`src/rtl/spi_master_ctrl_if.sv`:
```
// Host handshake plus SPI pin bundle for spi_master_ctrl.
// The master modport is the controller's view; the slave modport is the host/slave side.
interface spi_master_ctrl_if #(
  parameter int N = 16
);
  logic         start;
  logic [N-1:0] tx_data;
  logic         busy;
  logic         done;
  logic [N-1:0] rx_data;
  logic         load;
  logic         sclk;
  logic         MOSI;
  logic         MISO;

  modport master (
    input  start, tx_data, MISO,
    output busy, done, rx_data, load, sclk, MOSI
  );

  modport slave (
    output start, tx_data, MISO,
    input  busy, done, rx_data, load, sclk, MOSI
  );
endinterface

```
`src/rtl/spi_master_ctrl.sv`:
```
// SPI master: load strobe, then N bits MSB-first, DIV clk cycles per sclk half-period.
// Define SPI_MASTER_LOOPBACK_EN to feed the receive shifter from MOSI instead of MISO.
module spi_master_ctrl #(
  parameter int N   = 16,
  parameter int DIV = 4
) (
  input  logic               clk,
  input  logic               clrn,
  spi_master_ctrl_if.master  bus
);

  localparam int              CW        = $clog2(N + 1);
  localparam logic [7:0]      HALF_LAST = 8'(DIV - 1);
  localparam logic [CW-1:0]   BIT_LAST  = CW'(N);

  if (DIV < 1 || DIV > 255) begin : g_bad_div
    $error("spi_master_ctrl: DIV must be in 1..255");
  end

  typedef enum logic [2:0] {
    S_IDLE,
    S_LOAD,
    S_LOW,
    S_HIGH,
    S_DONE
  } state_t;

  state_t        state_q, state_d;
  logic [7:0]    half_q, half_d;
  logic [CW-1:0] bit_q, bit_d;
  logic [N-1:0]  tx_sr_q, tx_sr_d;
  logic [N-1:0]  rx_sr_q, rx_sr_d;
  logic [N-1:0]  rx_data_q, rx_data_d;
  logic          busy_q, busy_d;
  logic          done_q, done_d;
  logic          load_q, load_d;
  logic          sclk_q, sclk_d;
  logic          rx_bit;

`ifdef SPI_MASTER_LOOPBACK_EN
  assign rx_bit = tx_sr_q[N-1];
`else
  assign rx_bit = bus.MISO;
`endif

  always_comb begin
    state_d   = state_q;
    half_d    = half_q;
    bit_d     = bit_q;
    tx_sr_d   = tx_sr_q;
    rx_sr_d   = rx_sr_q;
    rx_data_d = rx_data_q;

    case (state_q)
      S_IDLE: begin
        if (bus.start) begin
          state_d = S_LOAD;
          tx_sr_d = bus.tx_data;
          bit_d   = '0;
          half_d  = HALF_LAST;
        end
      end
      S_LOAD: begin
        if (half_q == 8'd0) begin
          state_d = S_LOW;
          half_d  = HALF_LAST;
        end else begin
          half_d = half_q - 8'd1;
        end
      end
      S_LOW: begin
        // MISO has been stable for DIV cycles since the slave's falling-edge shift.
        if (half_q == 8'd0) begin
          state_d = S_HIGH;
          half_d  = HALF_LAST;
          rx_sr_d = {rx_sr_q[N-2:0], rx_bit};
        end else begin
          half_d = half_q - 8'd1;
        end
      end
      S_HIGH: begin
        if (half_q == 8'd0) begin
          half_d  = HALF_LAST;
          tx_sr_d = {tx_sr_q[N-2:0], 1'b0};
          bit_d   = bit_q + 1'b1;
          if (bit_d == BIT_LAST) begin
            state_d   = S_DONE;
            rx_data_d = rx_sr_q;
          end else begin
            state_d = S_LOW;
          end
        end else begin
          half_d = half_q - 8'd1;
        end
      end
      S_DONE: begin
        state_d = S_IDLE;
      end
      default: begin
        state_d = S_IDLE;
      end
    endcase

    // Strobes are registered from the next state so the pins never glitch.
    busy_d = (state_d != S_IDLE);
    done_d = (state_d == S_DONE);
    load_d = (state_d == S_LOAD);
    sclk_d = (state_d == S_HIGH);
  end

  always_ff @(posedge clk or negedge clrn) begin
    if (!clrn) begin
      state_q   <= S_IDLE;
      half_q    <= '0;
      bit_q     <= '0;
      tx_sr_q   <= '0;
      rx_sr_q   <= '0;
      rx_data_q <= '0;
      busy_q    <= 1'b0;
      done_q    <= 1'b0;
      load_q    <= 1'b0;
      sclk_q    <= 1'b0;
    end else begin
      state_q   <= state_d;
      half_q    <= half_d;
      bit_q     <= bit_d;
      tx_sr_q   <= tx_sr_d;
      rx_sr_q   <= rx_sr_d;
      rx_data_q <= rx_data_d;
      busy_q    <= busy_d;
      done_q    <= done_d;
      load_q    <= load_d;
      sclk_q    <= sclk_d;
    end
  end

  assign bus.busy    = busy_q;
  assign bus.done    = done_q;
  assign bus.rx_data = rx_data_q;
  assign bus.load    = load_q;
  assign bus.sclk    = sclk_q;
  assign bus.MOSI    = tx_sr_q[N-1];

endmodule

```
`src/flat_wrapper.sv`:
```
// flat-port wrapper written by rule: the top's interface ports become plain ports
module spi_master_ctrl_flat 
#(
  parameter int N   = 16,
  parameter int DIV = 4
)
  (clk, clrn, bus_start, bus_tx_data, bus_MISO, bus_busy, bus_done, bus_rx_data, bus_load, bus_sclk, bus_MOSI);
  spi_master_ctrl_if #(.N(N)) bus_i ();
  input  logic clk;
  input  logic clrn;
  input wire logic [$bits(bus_i.start)-1:0] bus_start;
  input wire logic [$bits(bus_i.tx_data)-1:0] bus_tx_data;
  input wire logic [$bits(bus_i.MISO)-1:0] bus_MISO;
  output wire logic [$bits(bus_i.busy)-1:0] bus_busy;
  output wire logic [$bits(bus_i.done)-1:0] bus_done;
  output wire logic [$bits(bus_i.rx_data)-1:0] bus_rx_data;
  output wire logic [$bits(bus_i.load)-1:0] bus_load;
  output wire logic [$bits(bus_i.sclk)-1:0] bus_sclk;
  output wire logic [$bits(bus_i.MOSI)-1:0] bus_MOSI;
  assign bus_i.start = bus_start;
  assign bus_i.tx_data = bus_tx_data;
  assign bus_i.MISO = bus_MISO;
  assign bus_busy = bus_i.busy;
  assign bus_done = bus_i.done;
  assign bus_rx_data = bus_i.rx_data;
  assign bus_load = bus_i.load;
  assign bus_sclk = bus_i.sclk;
  assign bus_MOSI = bus_i.MOSI;
  spi_master_ctrl #(.N(N), .DIV(DIV)) u_core (.clk(clk), .clrn(clrn), .bus(bus_i));
endmodule
```
`config.mk`:
```
export PLATFORM = sky130hd
export DESIGN_NAME = spi_master_ctrl_flat
export DESIGN_NICKNAME = d
export VERILOG_FILES = /design/src/rtl/spi_master_ctrl_if.sv /design/src/rtl/spi_master_ctrl.sv /design/src/flat_wrapper.sv
export SDC_FILE = /design/constraint.sdc
export NUM_CORES = 1
export LEC_CHECK = 0
export CORE_MARGIN = 2
export CORE_UTILIZATION = 40
export DETAILED_ROUTE_END_ITERATION = 10
export GPL_ROUTABILITY_DRIVEN = 1
export MAX_ROUTING_LAYER = met4
export SETUP_SLACK_MARGIN = 0.1
export SLEW_MARGIN = 10
export SYNTH_ARGS = -nofsm -noshare
export SYNTH_HDL_FRONTEND = slang
export SYNTH_SLANG_ARGS = --single-unit
```
`constraint.sdc`:
```
create_clock -name clk -period 3.05 [get_ports clk]
set_input_delay 0.915 -clock clk [delete_from_list [all_inputs] [get_ports clk]]
set_output_delay 0.915 -clock clk [all_outputs]
set_load 0.02 [all_outputs]
```
After elaboration in Yosys (flattened, before gate mapping). Index checks and enable logic that the tools add are counted.

Register bits after elaboration: 68. Output and inout bits: 21. Logic and storage cells: 46.

$add $sub $neg: 2. Eq/ne operators: 9. Muxes and demuxes: 15. Reductions and logical operators: 10.

Operator list (number): 16-bit two-way mux (2); 16-bit case mux with 2 select lines (1); 8-bit two-way mux (2); 8-bit case mux with 2 select lines (1); 3-bit two-way mux (5); 3-bit case mux with 4 select lines (1); 5-bit two-way mux (2); 5-bit case mux with 2 select lines (1); 3-bit by 2-bit equality test with 1-bit output, second input constant (3); 8-bit zero test (1); 8-bit by 1-bit subtractor with 8-bit output, second input constant (1); 3-bit by 1-bit equality test with 1-bit output, second input constant (2); 3-bit AND reduction (2); 5-bit by 1-bit adder with 5-bit output, second input constant (1); 5-bit equality test, second input constant (1); 2-bit AND reduction (2); 2-bit nonzero test (2); 3-bit equality test, second input constant (1); 3-bit zero test (1); 3-bit nonzero test (1); 3-bit OR reduction (1); 2-bit by 1-bit inequality test with 1-bit output, second input constant (1); 2-bit inequality test, second input constant (1).

Logic depth before layout (Yosys ltp). Gate-level depths: netlist of the first run.

Depth in word-level cells: 6. Mapped depth: 8. Gate-level depth less buffers: 6.

Least setup slack after synthesis of the first run. Ideal clock, no wire load.

Path kind: register to register. Start point: reg u_core.half_q[0]. End point: reg u_core.rx_sr_q[10]. Data arrival time: 2.058 ns. Required time: 2.925 ns. Setup slack: 0.867 ns. Stages on the path, launching flop included: 9. Path buffers: 2. Path through: dfrtp_1 inv_1 ha_1 nor3b_2 nand2_1 or4_1 buf_6 buf_6 mux2_4.

Cells in the longest elaborated chain, start to end: 2.

RTL lines: start: declaration (RTL line spi_master_ctrl.sv:29) `logic [7:0] half_q, half_d;`; start signal: assignment (RTL line spi_master_ctrl.sv:125) `half_q <= half_d;`; 8-bit zero test (RTL line spi_master_ctrl.sv:73) `if (half_q == 8'd0) begin`; 2-bit AND reduction (no source line); end signal: assignment (RTL line spi_master_ctrl.sv:128) `rx_sr_q <= rx_sr_d;`; end: declaration (RTL line spi_master_ctrl.sv:32) `logic [N-1:0] rx_sr_q, rx_sr_d;`.

No other way between the ends. A chain may end at the register's enable or synchronous reset.

Worst setup path after layout of the first run.
Start point: reg u_core.rx_data_q[13] (netlist: u_core.bus.rx_data[13]). End point: out bus_rx_data[13].

RTL lines: start: declaration (RTL line spi_master_ctrl.sv:33) `logic [N-1:0] rx_data_q, rx_data_d;`; start signal: assignment (RTL line spi_master_ctrl.sv:129) `rx_data_q <= rx_data_d;`; end: declaration (RTL line flat_wrapper.sv:16) `output wire logic [$bits(bus_i.rx_data)-1:0] bus_rx_data;`.

No word-level cell between the ends.

==> flow_metrics.py, run 1 <==
metrics = {
    "setup_path": {
        "cp_slowest_stage_delay_ns": 0.61,
        "rr_endpoint": "u_core.bus.rx_data[0]$_DFFE_PN0P_",
        "startpoint_type": "flop",
        "crit_fanout": 2,
        "rr_startpoint": "u_core.bit_q[0]$_DFFE_PN0P_",
        "cpMaxStageDelayCell": "clkdlybuf4s50_1",
        "arrival_ns": 1.30,
        "r2r_cells": 6,
        "cp_num_buf_inv": 1,
        "regToRegSetupSlack_ns": 0.86,
        "cp_top_family": "buffers and inverters",
        "cp.required_ns": 2.13,
        "path_cells": "clkdlybuf4s50_1",
        "cp-end-kind": "output port",
        "worstSetupPathType": "reg2out",
    },
    "routing": {
        "drt_iter0_markers": 88,
        "ant_nets": 0,
        "wirelength_microns": 5470,
        "drtPass1Iterations": 4,
        "drc": 0,
        "wire_per_inst_microns": 14.0,
        "vias": 1972,
        "vias_per_cell": 5.03,
    },
    "power": {
        "power.density_nw_per_um2": 769,
        "p_leak_nw": 1.75,
        "vdd_ir_drop_max_v": 0.000308,
    },
    "yosys": {
        "synth_edf_count": 0,
        "synthTopCellsByCount": "68 x dfrtp_1, 27 x o21ai_0, 24 x nand2_1",
        "synth-compound-area-share_pct": 9.42,
        "synthTopCellsByArea": "dfrtp_1 57%, mux2_2 8.7%, mux2i_1 5.0%",
        "synth-simple-area-share_pct": 11.2,
        "synth_seq_area_share_pct": 57.2,
        "synth_top_area_cell": "dfrtp_1",
        "yosys_warnings": 0,
        "synth-async-reset-ratio_pct": 100,
        "synth_top_family_by_area": "multiplexers",
        "synthFlopType": "dfrtp_1",
        "synth_xor_area_share_pct": 0.294,
        "synthDominantCellAreaShare_pct": 57.2,
        "synth_fa_ha_area_share_pct": 1.26,
        "syn-mean-instance-area_sq_um": 12.4,
        "syn_inst": 240,
        "synth_cell_type_count": 39,
        "syn-num-nets": 263,
        "synth-seq-cells": 68,
        "muxShareOfSynthArea_pct": 18.2,
        "yosysMostFrequentCell": "dfrtp_1",
        "synth_area_sq_um": 2980,
    },
    "clocking": {
        "tritoncts": "yes",
        "numCtsBuffers": 9,
        "cts.path.max_buffers": 2,
        "ctsHtreeMaxLevel": 3,
        "cts-resized-gates": 0,
        "clk_latency_ns": 0.34,
        "clkSinkCount": 68,
        "postCtsHoldBufs": 0,
        "root_buffer": "clkbuf_8",
        "postCtsSetupBuffers": 0,
        "clk_pin_slew_ns": 0.07,
    },
    "timing": {
        "fmax_mhz": 451,
        "rsz0062_at_grt": "no",
        "relSlewSlack_pct": 62.8,
        "slew_violations": 0,
        "tightest_slew_ns": 0.555,
        "period_needed_ns": 2.22,
        "fin_crit_sh_pct": 72.7,
        "setup_viol": 0,
        "final.setup.tns_ns": 0,
        "hold_viol": 0,
        "fin_worst_skew_ns": 0.00734,
    },
    "grt": {
        "antenna_found_initial": 0,
        "grt_pass1_wl_microns": 9710,
        "grt_max_degree": 69,
        "first_global_vias": 2000,
        "grt_use_total_pct": 15.2,
        "gr-total-overflow": 0,
    },
    "floorplan": {
        "fp-row-count": 31,
        "initial_core_util_pct": 41.3,
        "die_h_microns": 90.3,
        "die_x_microns": 90.3,
        "ios": 41,
        "dieArea_sq_um": 8150,
        "floorplan.core_area_sq_um": 7210,
    },
    "outcome": {
        "status": "finished clean",
    },
    "final_layout": {
        "syn_to_final_growth_pct": 24.7,
        "multi_input_area_sq_um": 1210,
        "seq_area_sq_um": 1700,
        "nets": 311,
        "diodes": 0,
        "fin_util_pct": 51.4,
        "drive_above_1_share_pct": 20.8,
        "fillers": 656,
    },
    "placement": {
        "io_buffers": 40,
        "dp_hpwl_microns": 3580,
        "gp_congestion": 0.746,
    },
    "worst_hold_path": {
        "hold_end": "u_core.tx_sr_q[15]$_DFFE_PN0P_",
        "min_path_cells": 2,
        "worstHoldPathType": "reg2reg",
        "min_from": "u_core.tx_sr_q[15]$_DFFE_PN0P_",
    },
    "job": {
        "drv_cap": 0,
    },
}
cell usage in the layout, fill, tap and decap left out, types with 3 or more instances in the layout:
cell type        synthesis  layout
a21oi_1                  4       4
buf_4                    1       6
clkbuf_8                 0      11
clkdlybuf4s50_1          0      39
dfrtp_1                 68      68
ha_1                     3       3
inv_1                    4       4
mux2_2                  23      23
mux2_4                   8       8
mux2i_1                 15      15
nand2_1                 24      24
nand3_1                  4       4
nor2_1                   8       8
nor3_1                   6       6
nor4_1                   3       3
o21ai_0                 27      27
o2bb2ai_1                3       3
o31ai_1                  3       3
or4_1                    3       3
layout make-up:
| cell class | count | area share [%] |
|---|---|---|
| flip-flops and latches | 68 | 45.9 |
| multi-input cells | 158 | 32.5 |
| repair buffers | 47 | 12.4 |
| clock buffers | 12 | 4.18 |
| well taps | 99 | 3.34 |
| clock inverters | 4 | 1.28 |
| inverters | 4 | 0.405 |
layer usage:
metal	wire length (microns)	vias up	track usage [%]
met3	151	7	3.76
met5	0	-	-
met2	2520	28	22.2
li1	-	963	-
met4	78	0	5.77
met1	2720	974	20.7
logic make-up (layout without fill, tap and decap cells):
kind of cell	count (synthesis)	in the layout
buffers and inverters	14	67
DFF	68	68
xor gates and xnor gates	1	1
muxes	47	47
and+or+nand+nor	60	60
adders and majority gates	3	3
AOI/OAI and AO/OA	47	47
worst max path at each step:
| stage | start | end | depth (start not counted) |
|---|---|---|---|
| after global routing | u_core.bit_q[0]$_DFFE_PN0P_ | u_core.bus.rx_data[7]$_DFFE_PN0P_ | 6 |
| after global placement | bus_start | u_core.bit_q[2]$_DFFE_PN0P_ | 6 |
| after floorplan | u_core.half_q[0]$_DFFE_PN0P_ | u_core.rx_sr_q[10]$_DFFE_PN0P_ | 8 |
| after detailed placement | bus_start | u_core.bit_q[2]$_DFFE_PN0P_ | 6 |
| final | u_core.bus.rx_data[13]$_DFFE_PN0P_ | bus_rx_data[13] | 1 |
| after CTS | u_core.bus.rx_data[15]$_DFFE_PN0P_ | bus_rx_data[15] | 1 |
power breakdown:
group | internal (mW) | switching (mW)
Clock | 0.420 | 0.329
Combinational | 0.387 | 0.440
Sequential | 1.10 | 0.178
registers in the layout, summed over array words and instances, names as in the netlist:
signal              count
u_core.bus.load         1
u_core.state_q          3
u_core.bus.rx_data     16
u_core.bus.busy         1
u_core.rx_sr_q         16
u_core.bit_q            5
u_core.tx_sr_q         16
u_core.half_q           8
u_core.bus.done         1
u_core.bus.sclk         1
per-stage QoR:
step                      worst slack [ns]  total power, mW  area (sq um)  cells  hold WS (ns)
after floorplan                      0.867             1.87          2980    240         0.450
after global placement               0.503             2.10          3510    376         0.463
after detailed placement             0.501             2.13          3510    376         0.471
after CTS                            0.813             2.89          3710    392         0.487
after global routing                 0.738             3.07          3710    392         0.511
final                                0.832             2.86          3710    392         0.485
Note: power is estimated with default switching activity, not from simulation.
==> run 2: changes to the inputs <==
Clock period 3.05 ns to 2.1 ns, I/O delays scaled along.
==> run 2 against run 1 <==
Utilization increased by 4.5 points. Die area unchanged. Cell count increased by 4.3%. Sequential share of layout area decreased by 3.6 points. Critical path depth increased by 6. Hold slack got worse by 0.20 ns. Power increased by 49%. Sequential cell count unchanged. Largest cell class unchanged.
==> flow_metrics.py, run 2 (same netlist as run 1, synthesis figures left out) <==
metrics = {
    "routing": {
        "ant_nets": 0,
        "wire_per_inst_microns": 14.4,
        "drc": 0,
        "vias_per_cell": 5.07,
        "drt_iter0_markers": 104,
        "wirelength_microns": 5890,
        "drtPass1Iterations": 5,
        "vias": 2075,
    },
    "final_layout": {
        "layout_commonest_cell": "dfrtp_1",
        "nets": 329,
        "drive_above_1_share_pct": 29.0,
        "final_cell_mix": "65 x dfrtp_1, 39 x clkdlybuf4s50_1, 26 x o21ai_0",
        "fin_area_sq_um": 4040,
        "diodes": 0,
        "final_cells": 409,
        "fin_util_pct": 55.9,
        "fillers": 646,
        "syn_to_final_growth_pct": 35.6,
    },
    "clocking": {
        "clkSinkCount": 68,
        "clk_pin_slew_ns": 0.07,
        "root_buffer": "clkbuf_8",
        "postCtsHoldBufs": 0,
        "numCtsBuffers": 9,
        "tritoncts": "yes",
        "ctsHtreeMaxLevel": 3,
        "cts.path.max_buffers": 2,
        "clk_latency_ns": 0.33,
    },
    "setup_path": {
        "startpoint_type": "flop",
        "crit_path_end": "u_core.rx_sr_q[7]$_DFFE_PN0P_",
        "r2r_cells": 7,
        "crit_start": "u_core.half_q[0]$_DFFE_PN0P_",
        "arrival_ns": 2.21,
        "cp-end-kind": "flop",
        "regToRegSetupSlack_ns": 0.11,
        "cp.required_ns": 2.32,
        "rr_startpoint": "u_core.half_q[0]$_DFFE_PN0P_",
        "crit_fanout": 17,
        "worstSetupPathType": "reg2reg",
        "rr_endpoint": "u_core.rx_sr_q[7]$_DFFE_PN0P_",
    },
    "timing": {
        "hold_ws_ns": 0.289,
        "hold_viol": 0,
        "fmax_mhz": 502,
        "period_needed_ns": 1.99,
        "tightest_slew_ns": 0.410,
        "worst_slack_ns": 0.109,
        "setup_viol": 0,
        "final.setup.tns_ns": 0,
        "relSlewSlack_pct": 72.6,
        "fin_crit_sh_pct": 94.8,
        "rsz0062_at_grt": "yes",
        "fin_worst_skew_ns": 0.00826,
        "slew_violations": 0,
    },
    "floorplan": {
        "fp-row-count": 31,
        "die_x_microns": 90.3,
        "die_h_microns": 90.3,
        "floorplan.core_area_sq_um": 7210,
        "ios": 41,
        "dieArea_sq_um": 8150,
        "initial_core_util_pct": 41.3,
    },
    "grt": {
        "antenna_found_initial": 0,
        "grt_pass1_wl_microns": 10100,
        "first_global_vias": 2100,
        "grt_max_degree": 69,
        "grt_use_total_pct": 15.9,
        "gr-total-overflow": 0,
    },
    "power": {
        "vdd_ir_drop_max_v": 0.000402,
        "combPwrFrac_pct": 33.9,
        "p_int_mw": 2.80,
        "finalPower_mw": 4.26,
        "switchingPower_mw": 1.46,
        "p_leak_nw": 1.86,
        "pwr-share-clk_pct": 22.3,
        "power.density_nw_per_um2": 1060,
        "switching_share_pct": 34.4,
        "seqPwrFrac_pct": 43.8,
    },
    "worst_hold_path": {
        "worstHoldPathType": "in2async",
    },
    "placement": {
        "io_buffers": 40,
        "dp_hpwl_microns": 3750,
        "dp_slack_ns": -0.105,
        "placedInstanceArea_sq_um": 3640,
        "place_inst": 388,
        "gp_congestion": 0.758,
    },
    "outcome": {
        "status": "finished clean",
    },
    "job": {
        "drv_cap": 0,
    },
}
[run 2: changes by cell type in the layout (fill, tap and decap cells not counted), sizes merged]
| cell | change |
|---|---|
| clkinvlp | +1 |
| bufinv | -1 |
| buf | +17 |
[run 2: final cells by class]
class                      count  area [sq um]  area share (%)
timing repair buffer          65           678            16.8
clock buffer                  11           151            3.75
multi-input combinational    158          1340            33.1
sequential                    68          1710            42.3
clock inverter                 4          25.0           0.620
inverter                       4          15.0           0.372
tap                           99           124            3.07
[run 2: per-layer routing]
layer  global-route usage, %  share of wire (%)
met5                       -                  0
met2                    24.4                 49
met4                    7.56                1.8
met1                    20.4                 47
met3                    3.26                3.0
[run 2: critical path: stages (launching register included)]
cell     delay [ns]
dfrtp_1        0.38
inv_1          0.06
ha_2           0.17
nor3b_4        0.22
nand2_1        0.11
or4_4          0.45
buf_12         0.18
mux2_4         0.30
[run 2: power groups by stage]
stage | registers (mW) | logic, mW | clock network, mW
floorplan | 1.85 | 0.876 | 0
global placement | 1.87 | 1.33 | 0
detailed placement | 1.87 | 1.37 | 0
CTS | 1.85 | 1.42 | 0.988
global route | 1.92 | 1.64 | 1.04
finish | 1.87 | 1.44 | 0.951
[run 2: worst min-delay path by stage]
stage | start | endpoint | cells past startpoint | slack [ns]
final | clrn | u_core.bus.rx_data[1]$_DFFE_PN0P_ | 2 | 0.29
after global placement | u_core.tx_sr_q[7]$_DFFE_PN0P_ | u_core.tx_sr_q[7]$_DFFE_PN0P_ | 2 | 0.46
after global routing | clrn | u_core.bus.rx_data[1]$_DFFE_PN0P_ | 2 | 0.33
after floorplan | clrn | u_core.bit_q[0]$_DFFE_PN0P_ | 0 | 0.33
after CTS | clrn | u_core.bus.rx_data[1]$_DFFE_PN0P_ | 2 | 0.31
after detailed placement | u_core.tx_sr_q[12]$_DFFE_PN0P_ | u_core.tx_sr_q[12]$_DFFE_PN0P_ | 2 | 0.47
[run 2: what timing repair did]
item	in CTS	in global routing
gates cloned	1	1
pin swaps	1	3
endpoints found under the setup margin	32	38
buffers inserted	3	1
resized for setup	7	25
==> run 3: changes to the inputs <==
Clock period 2.1 ns to 1.75 ns, I/O delays scaled along.
==> run 3 against run 2 <==
The run now ends with negative setup slack left. Fmax decreased by 0.14%. First-iteration DRC count is 19% lower. Power grew 43%. Final area grew 12%. Combinational power increased by 83%. Non-clock buffer count up 26. Critical endpoint is now u_core.rx_sr_q[13]$_DFFE_PN0P_. Largest cell class unchanged.
==> flow_metrics.py, run 3 (same netlist as run 1, synthesis figures left out) <==
metrics = {
    "placement": {
        "gp_congestion": 0.752,
        "place_inst": 404,
        "placedInstanceArea_sq_um": 3760,
        "io_buffers": 40,
        "dp_hpwl_microns": 3800,
    },
    "grt": {
        "grt_pass1_wl_microns": 10700,
        "grtUsageMet3_pct": 3.42,
        "met2_usage_pct": 24.9,
        "first_global_vias": 2225,
        "antenna_found_initial": 0,
        "gr-total-overflow": 0,
        "grt_use_total_pct": 17.0,
        "gr-usage-met1_pct": 21.9,
        "grt.busiest_layer": "met2",
        "grt_max_degree": 69,
    },
    "setup_path": {
        "r2r_cells": 7,
        "path_cells": "inv_1 > ha_2 > nor3b_4 > nand2_1 > or4_4 > buf_12 > mux2_4",
        "cp.required_ns": 1.97,
        "startpoint_type": "flop",
        "cp_slowest_stage_delay_ns": 0.44,
        "cpMaxStageDelayCell": "or4_4",
        "crit_fanout": 18,
        "cp-end-kind": "flop",
        "arrival_ns": 2.22,
        "worstSetupPathType": "reg2reg",
    },
    "timing": {
        "relSlewSlack_pct": 75.2,
        "period_needed_ns": 1.99,
        "fmax_mhz": 501,
        "fin_crit_sh_pct": 114,
        "slew_violations": 0,
        "worst_slack_ns": -0.244,
        "setup_viol": 55,
        "fin_worst_skew_ns": 0.0148,
        "hold_viol": 0,
        "tightest_slew_ns": 0.372,
        "rsz0062_at_grt": "yes",
    },
    "routing": {
        "drtPass1Iterations": 4,
        "vias": 2208,
        "vias_per_cell": 5.08,
        "drc": 0,
        "ant_nets": 0,
        "wire_per_inst_microns": 14.8,
        "wirelength_microns": 6440,
        "drt_iter0_markers": 84,
    },
    "final_layout": {
        "syn_to_final_growth_pct": 51.3,
        "fillers": 588,
        "fin_area_sq_um": 4500,
        "seq_area_sq_um": 1700,
        "layout_commonest_cell": "dfrtp_1",
        "drive_above_1_share_pct": 45.2,
        "final_cell_mix": "68 x dfrtp_1, 33 x buf_4, 24 x mux2_4",
        "diodes": 0,
        "final_cells": 435,
        "nets": 355,
        "multi_input_area_sq_um": 1550,
    },
    "floorplan": {
        "fp-row-count": 31,
        "initial_core_util_pct": 41.3,
        "dieArea_sq_um": 8150,
        "die_x_microns": 90.3,
        "floorplan.core_area_sq_um": 7210,
        "ios": 41,
        "die_h_microns": 90.3,
    },
    "power": {
        "power.density_nw_per_um2": 1360,
        "vdd_ir_drop_max_v": 0.000543,
        "p_leak_nw": 2.19,
    },
    "clocking": {
        "ctsHtreeMaxLevel": 3,
        "clk_latency_ns": 0.34,
        "cts.path.max_buffers": 2,
        "tritoncts": "yes",
        "numCtsBuffers": 9,
        "clkSinkCount": 68,
        "root_buffer": "clkbuf_8",
        "postCtsHoldBufs": 0,
        "clk_pin_slew_ns": 0.07,
    },
    "worst_hold_path": {
        "worstHoldPathType": "in2async",
    },
    "outcome": {
        "violations": "negative setup slack",
        "status": "finished, violations left",
    },
    "job": {
        "drv_cap": 0,
    },
}
==> run 3: cell count changes in the layout (fill, tap and decap cells not counted), sizes merged, moves of 2 or more <==
| cell | previous run | this run |
|---|---|---|
| clkinvlp | 2 | 0 |
| buf | 25 | 51 |
| clkdlybuf4s50 | 39 | 18 |
| dlygate4sd2 | 0 | 21 |
| clkinv | 2 | 4 |
==> run 3: final timing paths <==
check,slack [ns],to,from
min reg2reg,0.49,u_core.state_q[1]$_DFF_PN0_,u_core.state_q[2]$_DFF_PN0_
max reg2reg,-0.24,u_core.rx_sr_q[13]$_DFFE_PN0P_,u_core.half_q[0]$_DFFE_PN0P_
min in group clk,0.49,u_core.state_q[1]$_DFF_PN0_,u_core.state_q[2]$_DFF_PN0_
max in group asynchronous,1.24,u_core.half_q[5]$_DFFE_PN0P_,clrn
min,0.18,u_core.bus.rx_data[1]$_DFFE_PN0P_,clrn
max,-0.24,u_core.rx_sr_q[13]$_DFFE_PN0P_,u_core.half_q[0]$_DFFE_PN0P_
==> run 3: worst max-delay path, delay by kind of cell (launching register included) <==
| family | cells | cell delay, ns |
|---|---|---|
| flops | 1 | 0.38 |
| fa+ha+maj | 1 | 0.17 |
| buf+inv | 2 | 0.24 |
| simple gates | 3 | 0.79 |
| mux | 1 | 0.30 |
==> run 3: metrics by stage <==
step           total power, mW  hold WS [ns]  util [%]  setup slack [ns]  setup TNS (ns)
6_report                  6.11         0.181      62.4            -0.244           -7.66
5_1_grt                   6.48         0.233      62.4            -0.302          -12.26
4_1_cts                   5.73         0.205      59.7            -0.214           -7.29
3_5_place_dp              4.08         0.470      52.2            -0.313          -12.83
3_3_place_gp              4.03         0.457      52.2            -0.250          -11.99
2_1_floorplan             3.30         0.229         -            -0.374           -8.98
==> run 3: what timing repair did <==
item | CTS | global route
buffers inserted | 9 | 4
pin swaps | 14 | 19
cloned | 3 | 1
endpoints found under the hold margin | 0 | 0
endpoints found under the setup margin | 78 | 66
resized for setup | 92 | 44
==> run 3: routing by layer <==
layer / vias to the layer above / share of wire, %
met2: 37 / 49
met1: 1100 / 45
met3: 17 / 3.4
met5: - / 0
met4: 0 / 3.0
li1: 1054 / -
==> run 3: power by group <==
part / leakage (nW) / switching, mW / internal [mW]
clock: 0.0959 / 0.578 / 0.646
sequential: 0.899 / 0.316 / 1.92
combinational: 1.19 / 1.26 / 1.38
total: 2.19 / 2.15 / 3.95
==> run 3: layout make-up <==
class	count	area share (%)
tap	99	2.75
sequential	68	37.8
timing repair buffer	91	20.8
clock inverter	5	1.19
multi-input combinational	158	34.3
clock buffer	10	2.83
inverter	4	0.333
